<file path="src/rtl/bin2led_pkg.sv">
// bin2led_pkg -- shared types and constants for the stopwatch LED indicator.
//   mode_e  : LED encoding (binary quotient or thermometer bar)
//   state_e : divider control FSM states
//   DEFAULT_DIVISOR : one minute expressed in centiseconds
// Optional feature macro used by this block: BIN2LED_BLINK_EN.
package bin2led_pkg;

  typedef enum logic {
    MODE_BIN   = 1'b0,
    MODE_THERM = 1'b1
  } mode_e;

  typedef enum logic [1:0] {
    ST_IDLE = 2'd0,
    ST_DIV  = 2'd1,
    ST_LOAD = 2'd2
  } state_e;

  localparam int DEFAULT_DIVISOR = 6000;

endpackage

</file>
<file path="src/rtl/bin2led_div_blinker.sv">
// led_blinker -- phase generator for blinking the LEDs on overflow.
// Built only when BIN2LED_BLINK_EN is defined.
//   clk, rst  : clock, asynchronous active-high reset
//   clr       : restart the blink period with the phase "on"
//   en        : advance the blink counter
//   phase_on  : 1 while the LEDs should be lit
`ifdef BIN2LED_BLINK_EN
module led_blinker #(
  parameter int BLINK_CYCLES = 25_000_000
) (
  input  logic clk,
  input  logic rst,
  input  logic clr,
  input  logic en,
  output logic phase_on
);

  localparam int CW = (BLINK_CYCLES > 1) ? $clog2(BLINK_CYCLES) : 1;

  logic [CW-1:0] cnt;

  always_ff @(posedge clk or posedge rst) begin
    if (rst) begin
      cnt      <= '0;
      phase_on <= 1'b1;
    end else if (clr) begin
      cnt      <= '0;
      phase_on <= 1'b1;
    end else if (en) begin
      if (cnt == CW'(BLINK_CYCLES - 1)) begin
        cnt      <= '0;
        phase_on <= ~phase_on;
      end else begin
        cnt <= cnt + 1'b1;
      end
    end
  end

endmodule
`endif

</file>
<file path="src/rtl/bin2led_div.sv">
// bin2led_div -- divides an elapsed-time count by a fixed unit with a
// restoring shift-subtract divider (one quotient bit per cycle) and drives
// a bank of LEDs with the quotient in binary or thermometer form.
//   clk, rst   : clock, asynchronous active-high reset
//   in_valid   : in_bin holds a count to convert
//   in_bin     : binary count (WIDTH bits)
//   in_ready   : block is idle and accepts a count this cycle
//   led        : LED drive, held between results
//   out_valid  : one-cycle pulse when led/overflow were just updated
//   overflow   : quotient did not fit the LED range
// Latency from accept to out_valid is WIDTH+1 cycles.
// Optional macro BIN2LED_BLINK_EN: blink the LEDs while overflow is set.
module bin2led_div
  import bin2led_pkg::*;
#(
  parameter int    WIDTH        = 16,
  parameter int    DIVISOR      = DEFAULT_DIVISOR,
  parameter int    LEDS         = 4,
  parameter mode_e MODE         = MODE_BIN,
  parameter int    BLINK_CYCLES = 25_000_000
) (
  input  logic             clk,
  input  logic             rst,
  input  logic             in_valid,
  input  logic [WIDTH-1:0] in_bin,
  output logic             in_ready,
  output logic [LEDS-1:0]  led,
  output logic             out_valid,
  output logic             overflow
);

  localparam int CNT_W = $clog2(WIDTH + 1);

  // Divisor widened to the trial-remainder width.
  localparam logic [WIDTH+1:0] DIV_T   = (WIDTH + 2)'(DIVISOR);
  // Largest quotient representable on the LEDs in binary form.
  localparam logic [WIDTH:0]   BIN_MAX = (WIDTH + 1)'((64'(1) << LEDS) - 64'(1));

  generate
    if (DIVISOR < 1 || 64'(DIVISOR) > ((64'(1) << WIDTH) - 64'(1))) begin : g_bad_divisor
      $error("bin2led_div: DIVISOR must be in 1..2^WIDTH-1");
    end
    if (LEDS < 1 || LEDS > WIDTH) begin : g_bad_leds
      $error("bin2led_div: LEDS must be in 1..WIDTH");
    end
    if (BLINK_CYCLES < 1) begin : g_bad_blink
      $error("bin2led_div: BLINK_CYCLES must be positive");
    end
  endgenerate

  state_e           state;
  logic [CNT_W-1:0] step_cnt;
  logic [WIDTH-1:0] dvd_q;     // dividend in, quotient out (shifted in from LSB)
  logic [WIDTH:0]   rem_q;
  logic [LEDS-1:0]  led_q;
  logic             overflow_q;
  logic             out_valid_q;

  logic [WIDTH+1:0] trial;
  logic             trial_ge;

  // Map a quotient to {overflow, led} for the configured encoding.
  function automatic logic [LEDS:0] led_map(input logic [WIDTH-1:0] q);
    logic [LEDS-1:0] l;
    logic            o;
    l = '0;
    o = 1'b0;
    if (MODE == MODE_THERM) begin
      for (int i = 0; i < LEDS; i++) begin
        l[i] = ({1'b0, q} > (WIDTH + 1)'(i));
      end
      o = ({1'b0, q} > (WIDTH + 1)'(LEDS));
    end else begin
      if ({1'b0, q} > BIN_MAX) begin
        l = '1;
        o = 1'b1;
      end else begin
        l = q[LEDS-1:0];
      end
    end
    return {o, l};
  endfunction

  assign trial    = {rem_q, dvd_q[WIDTH-1]};
  assign trial_ge = (trial >= DIV_T);
  assign in_ready = (state == ST_IDLE);

  // Control: FSM, step counter and registered outputs.
  always_ff @(posedge clk or posedge rst) begin
    if (rst) begin
      state       <= ST_IDLE;
      step_cnt    <= '0;
      led_q       <= '0;
      overflow_q  <= 1'b0;
      out_valid_q <= 1'b0;
    end else begin
      out_valid_q <= 1'b0;
      unique case (state)
        ST_IDLE: begin
          if (in_valid) begin
            step_cnt <= CNT_W'(WIDTH);
            state    <= ST_DIV;
          end
        end
        ST_DIV: begin
          step_cnt <= step_cnt - 1'b1;
          if (step_cnt == CNT_W'(1)) begin
            state <= ST_LOAD;
          end
        end
        ST_LOAD: begin
          {overflow_q, led_q} <= led_map(dvd_q);
          out_valid_q         <= 1'b1;
          state               <= ST_IDLE;
        end
        default: state <= ST_IDLE;
      endcase
    end
  end

  // Datapath: one restoring shift-subtract step per DIV cycle.
  always_ff @(posedge clk) begin
    if (state == ST_IDLE && in_valid) begin
      dvd_q <= in_bin;
      rem_q <= '0;
    end else if (state == ST_DIV) begin
      rem_q <= (WIDTH + 1)'(trial_ge ? (trial - DIV_T) : trial);
      dvd_q <= {dvd_q[WIDTH-2:0], trial_ge};
    end
  end

  assign out_valid = out_valid_q;
  assign overflow  = overflow_q;

`ifdef BIN2LED_BLINK_EN
  logic phase_on;

  // Blink period restarts with every new result.
  led_blinker #(
    .BLINK_CYCLES(BLINK_CYCLES)
  ) u_blinker (
    .clk     (clk),
    .rst     (rst),
    .clr     (state == ST_LOAD),
    .en      (overflow_q),
    .phase_on(phase_on)
  );

  assign led = (overflow_q && !phase_on) ? '0 : led_q;
`else
  assign led = led_q;
`endif

endmodule

</file>
<file path="config.mk">
export PLATFORM = sky130hd
export DESIGN_NAME = bin2led_div
export DESIGN_NICKNAME = d
export VERILOG_FILES = /design/src/rtl/bin2led_pkg.sv /design/src/rtl/bin2led_div_blinker.sv /design/src/rtl/bin2led_div.sv
export SDC_FILE = /design/constraint.sdc
export NUM_CORES = 1
export LEC_CHECK = 0
export BUFFER_PORTS_ARGS = -buffer_cell sky130_fd_sc_hd__buf_2
export CAP_MARGIN = 0
export CORE_MARGIN = 2
export CORE_UTILIZATION = 61
export DETAILED_ROUTE_END_ITERATION = 12
export PLACE_DENSITY = 0.83
export SLEW_MARGIN = 30
export SYNTH_ARGS = -nofsm -noshare
export SYNTH_HDL_FRONTEND = slang
export SYNTH_HIERARCHICAL = 1
export SYNTH_SLANG_ARGS = --single-unit
export TNS_END_PERCENT = 20
</file>
<file path="constraint.sdc">
create_clock -name clk -period 3.3 [get_ports clk]
set_input_delay 0.495 -clock clk [delete_from_list [all_inputs] [get_ports clk]]
set_output_delay 0.495 -clock clk [all_outputs]
set_load 0.1 [all_outputs]
</file>
Word-level counts from Yosys, hierarchy flattened. Cells that the tools add are included.

Add/subtract/negate cells: 2. $lt $le $gt $ge: 2. Eq/ne operators: 5. Multiplexer cells: 11. Reduce and logical (&&, ||, !) cells: 6.

Operator list (number): $mux 16 (2); $ge 18x13->1 const B (1); $mux 17 (1); $sub 17x13->17 const B (1); $gt 16x4->1 const B (1); $pmux 5 s2 (1); $eq 5x1->1 const B (1); $mux 5 (1); $sub 5x1->5 const B (1); $mux 2 (2); $mux 4 (1); $ne 2x2->1 const B (2); $pmux 2 s2 (1); $reduce_and 2->1 (2); $reduce_bool 2->1 (2); $eq 2x1->1 const B (1); $eq 2x2->1 const B (1); $logic_not 2->1 (1); $mux 1 (2); $logic_and 1x1->1 (1).

Bits in registers: 46. Output and inout bits: 7. Bits of input ports: 19. Logic and storage cells: 33.

Logic depth before layout (Yosys ltp).
Word-level depth: 3. Gate-level depth with buffers: 6. Depth with buffers taken out: 6.

Least setup slack after synthesis. OpenSTA, ideal clock, no wires.

Path type: flip-flop to flip-flop. Start: register state[0]. End: register dvd_q[0] (enable). Path slack: 0.184 ns. Library setup time: 0.372 ns. Clock period less this slack: 3.116 ns. Arrival: 2.744 ns. Required time: 2.928 ns. Buffers on the path: 1. Stages on the path, launching flop included: 5. Cell sequence: dfrtp_1 nor2_1 nand2_1 clkbuf_1 nand2_1.

Longest elaborated chain between the ends: 3. Elaborated cells on any way between the ends: 4. Classes of those cells: eq/ne: 1; reduce/logical: 3.

Ends and longest elaborated chain: start, declared (RTL line bin2led_div.sv:51) `state_e state;`; start signal, assigned (RTL line bin2led_div.sv:91) `state <= ST_IDLE;`; start signal, assigned (RTL line bin2led_div.sv:102) `state <= ST_DIV;`; start signal, assigned (RTL line bin2led_div.sv:108) `state <= ST_LOAD;`; $logic_not 2->1; net in_ready (RTL line bin2led_div.sv:26) `output logic in_ready,`; $logic_and 1x1->1 (RTL line bin2led_div.sv:123) `if (state == ST_IDLE && in_valid) begin`; $reduce_bool 2->1 (no line); end signal, assigned (RTL line bin2led_div.sv:124) `dvd_q <= in_bin;`; end signal, assigned (RTL line bin2led_div.sv:128) `dvd_q <= {dvd_q[WIDTH-2:0], trial_ge};`; end, declared (RTL line bin2led_div.sv:53) `logic [WIDTH-1:0] dvd_q;`.

The timed path passes the listed nets, and every way through them passes these cells. A chain may end at the register's enable or synchronous reset.

Worst setup path after layout.
Start: register state[1]. End: output in_ready.

Longest elaborated chain between the ends: 1.

Ends and longest elaborated chain: $logic_not 2->1 (RTL line bin2led_div.sv:86) `assign in_ready = (state == ST_IDLE);`; end, declared (RTL line bin2led_div.sv:26).

No other way between the ends.

==> results.md <==
* Status: finished, final reports clean
* Antenna Diode Count at 0
* CP Capture Type: output pin
* Slew margin rel. at 0.584
* Final hold vios at 0
* Critical path launch point type: register
* Detail Route Antenna Nets at 0
* Die ar. at 0.00389 sq mm
* DRT iter0 DRCs at 141
* Worst-path clk slew at 0.15 ns
* Initial antenna violation count at 0
* Max-slew violation count at 0
* Core ar. at 0.00331 sq mm
* Leak pwr at ~0.96 nW
* Vias in the first global route at 1476
* CTS Buf Count at 5
* Post_cts resized at 0
* Critical R2R Launch: state[1]$_DFFE_PP0P_
* Slew of the pin with the lowest slew margin at 0.622 ns
* Fillers at 261
* Vias per std cell at 5.43
* Layout area overhead at 10.9%
* Period utilization at 0.576
* Setup Fix Bufs, Post-CTS at 0
* DRC at 0
* Top routing layer in use: met4
* Critical path class: register to output pin
* Post-synthesis register bit count at 46
* Final setup fails at 0
* Reg2reg path depth at 6
* Worst-Skew Late Latency at 0.37 ns
* Design Power at 2.25 mW
* Hold Path Class: input port to asynchronous set/reset pin
* Port bufs at 25
* CP required at 2.80 ns
* RR Endpoint: rem_q[16]$_SDFFE_PP0P_
* I/O pin total at 26
* Row cnt at 21
* Nets at 265
* Vias at 1576
* Synth Flop Type: dfxtp_1
* Worst vdd ir at just over 0.5 mV
* GRT Util Overall at 0.208
* Seq/Total Area, Yosys at 0.552
* Crit path arrival time at 1.40 ns
* Hold buffers post-CTS at 0
* Drt pass-1 iters at 4
* Synthesized instance count at 219
* Critical path peak fanout at 4
* Area of the multi-input gates at 873 sq um
* Fmax at 0.527 GHz
* Met3 WL post-DR at 124 um
* Core Util, Final at 0.695
* # H-tree levels at 2
* Final Critical Period at approximately 1.9 ns
* Unrepaired setup endpoints after global routing: no
* Maximum clock path buffer count at 2
* Wire length per cell at 12.5 um
* PwrDens at 976 mW/mm^2
* Initial core utilization at 0.627
* Total of max-cap violations at 0
* RePlAce Congestion at around 0.84
* Skew final at 0.0163 ns
* CTS Sinks at 46
* WL met1 at ~1.8 mm
* Total area of sequential cells at around 0.0011 sq mm
* Largest net degree at the start of global routing at 35
* Post-synthesis cell area at 0.00208 sq mm
* Layout cell share with drive strength beyond 1 at 0.168
* Unique masters post-synth at 37
* Flop2flop setup slack at 1.46 ns
* Drt total wl at 3.63 mm
* Mean area per synthesized cell at 9.48 sq um
* TNS Setup at 0 ns
* WL met2 at 1.66 mm
* GR Overflow Total at 0
* TritonCTS clock tree: yes
* Worst hold slack at 0.0992 ns
* Die X at a little over 60 um
* Post-synth EDFFs at 16
* Syn_nets at approximately 240
* Yosys warnings at 6
* First-pass GRT wire length at between 6 and 7 mm
* Die height at 62.3 um
* Half-perimeter wire length after detailed placement at between 2 and 3 mm
* CTS Root Cell: clkbuf_4
* Post-synth ARST share at 0.283
[area by class of cell]
| class | instances | area share |
|---|---|---|
| well taps | 46 | 0.0250 |
| inverters | 4 | 0.00653 |
| flip-flops and latches | 46 | 0.498 |
| repair buffers | 28 | 0.0642 |
| clock buffers | 5 | 0.0163 |
| clock inverters | 3 | 0.0103 |
| multi-input cells | 158 | 0.380 |
[worst max-delay path, cell delays in order (launching register included)]
cell,delay (ns)
dfrtp_1,0.43
nor2_1,0.15
buf_2,0.45
[power breakdown]
part,internal (mW),switching (mW)
sequential,0.904,0.227
combinational,0.331,0.504
clock,0.0879,0.191
total,1.32,0.922
[metal layers]
layer  vias to the layer above  track usage
met1                       727        0.283
met3                         6       0.0344
met2                        30        0.319
met5                         -            0
li1                        813            -
met4                         0        0.117
[layout by cell type, fill, tap and decap left out, drive strengths merged, types with 2 or more instances in the layout]
cell type   n
nand3      18
nand2      62
nor4        5
nor2b       2
or4         2
a31oi       2
buf        28
nor2        4
nor3        3
o21ai      25
xnor2       4
a21oi       4
o22a        4
and2        2
nand4       2
inv         6
edfxtp     16
clkbuf      5
ha          3
xor2        4
dfrtp      13
dfxtp      17
[logic make-up (layout without fill, tap and decap cells)]
group | after synthesis | after routing | share of synthesized area
compound gates | 41 | 41 | 0.124
mux | 2 | 2 | 0.0102
flops | 46 | 46 | 0.552
xor+xnor | 8 | 8 | 0.0338
buf+inv | 15 | 40 | 0.0271
fa+ha+maj | 3 | 3 | 0.0181
simple gates | 104 | 104 | 0.235
[metrics by stage]
step | instances | area, sq um | setup WS (ns)
6_report | 290 | 2300 | 1.40
2_1_floorplan | 219 | 2080 | 0.184
5_1_grt | 290 | 2300 | 1.31
3_3_place_gp | 282 | 2240 | 1.46
4_1_cts | 290 | 2300 | 1.38
3_5_place_dp | 282 | 2240 | 1.43
[Yosys cell counts (2+ instances only)]
cell type	n	area, sq um
o21ai_0	23	115
nor2_1	4	15.0
dfrtp_1	13	325
xor2_1	4	35.0
nor3_1	3	15.0
a31oi_1	2	12.5
inv_1	4	15.0
o22a_1	4	35.0
clkbuf_1	11	41.3
xnor2_1	4	35.0
nand2_1	62	233
edfxtp_1	16	480
nand3_1	18	90.1
o21ai_1	2	10.0
a21oi_1	4	20.0
ha_1	3	37.5
nor2b_1	2	12.5
or4_1	2	15.0
nor4_1	4	25.0
dfxtp_1	17	340
[worst max-delay path by stage]
stage | from | to | slack (ns)
2_1_floorplan | state[0]$_DFFE_PP0P_ | dvd_q[0]$_DFFE_PP_ | 0.18
3_3_place_gp | in_valid | dvd_q[5]$_DFFE_PP_ | 1.46
3_5_place_dp | in_valid | dvd_q[6]$_DFFE_PP_ | 1.43
4_1_cts | state[0]$_DFFE_PP0P_ | in_ready | 1.38
5_1_grt | state[1]$_DFFE_PP0P_ | step_cnt[3]$_DFFE_PP0P_ | 1.31
6_report | state[1]$_DFFE_PP0P_ | in_ready | 1.40
[registers in the layout, indices dropped and copies added, names as in the netlist]
signal,flops
rem_q,17
dvd_q,16
step_cnt,5
led,4
state,2
out_valid,1
overflow,1
Note: power is estimated with default switching activity, not from simulation.
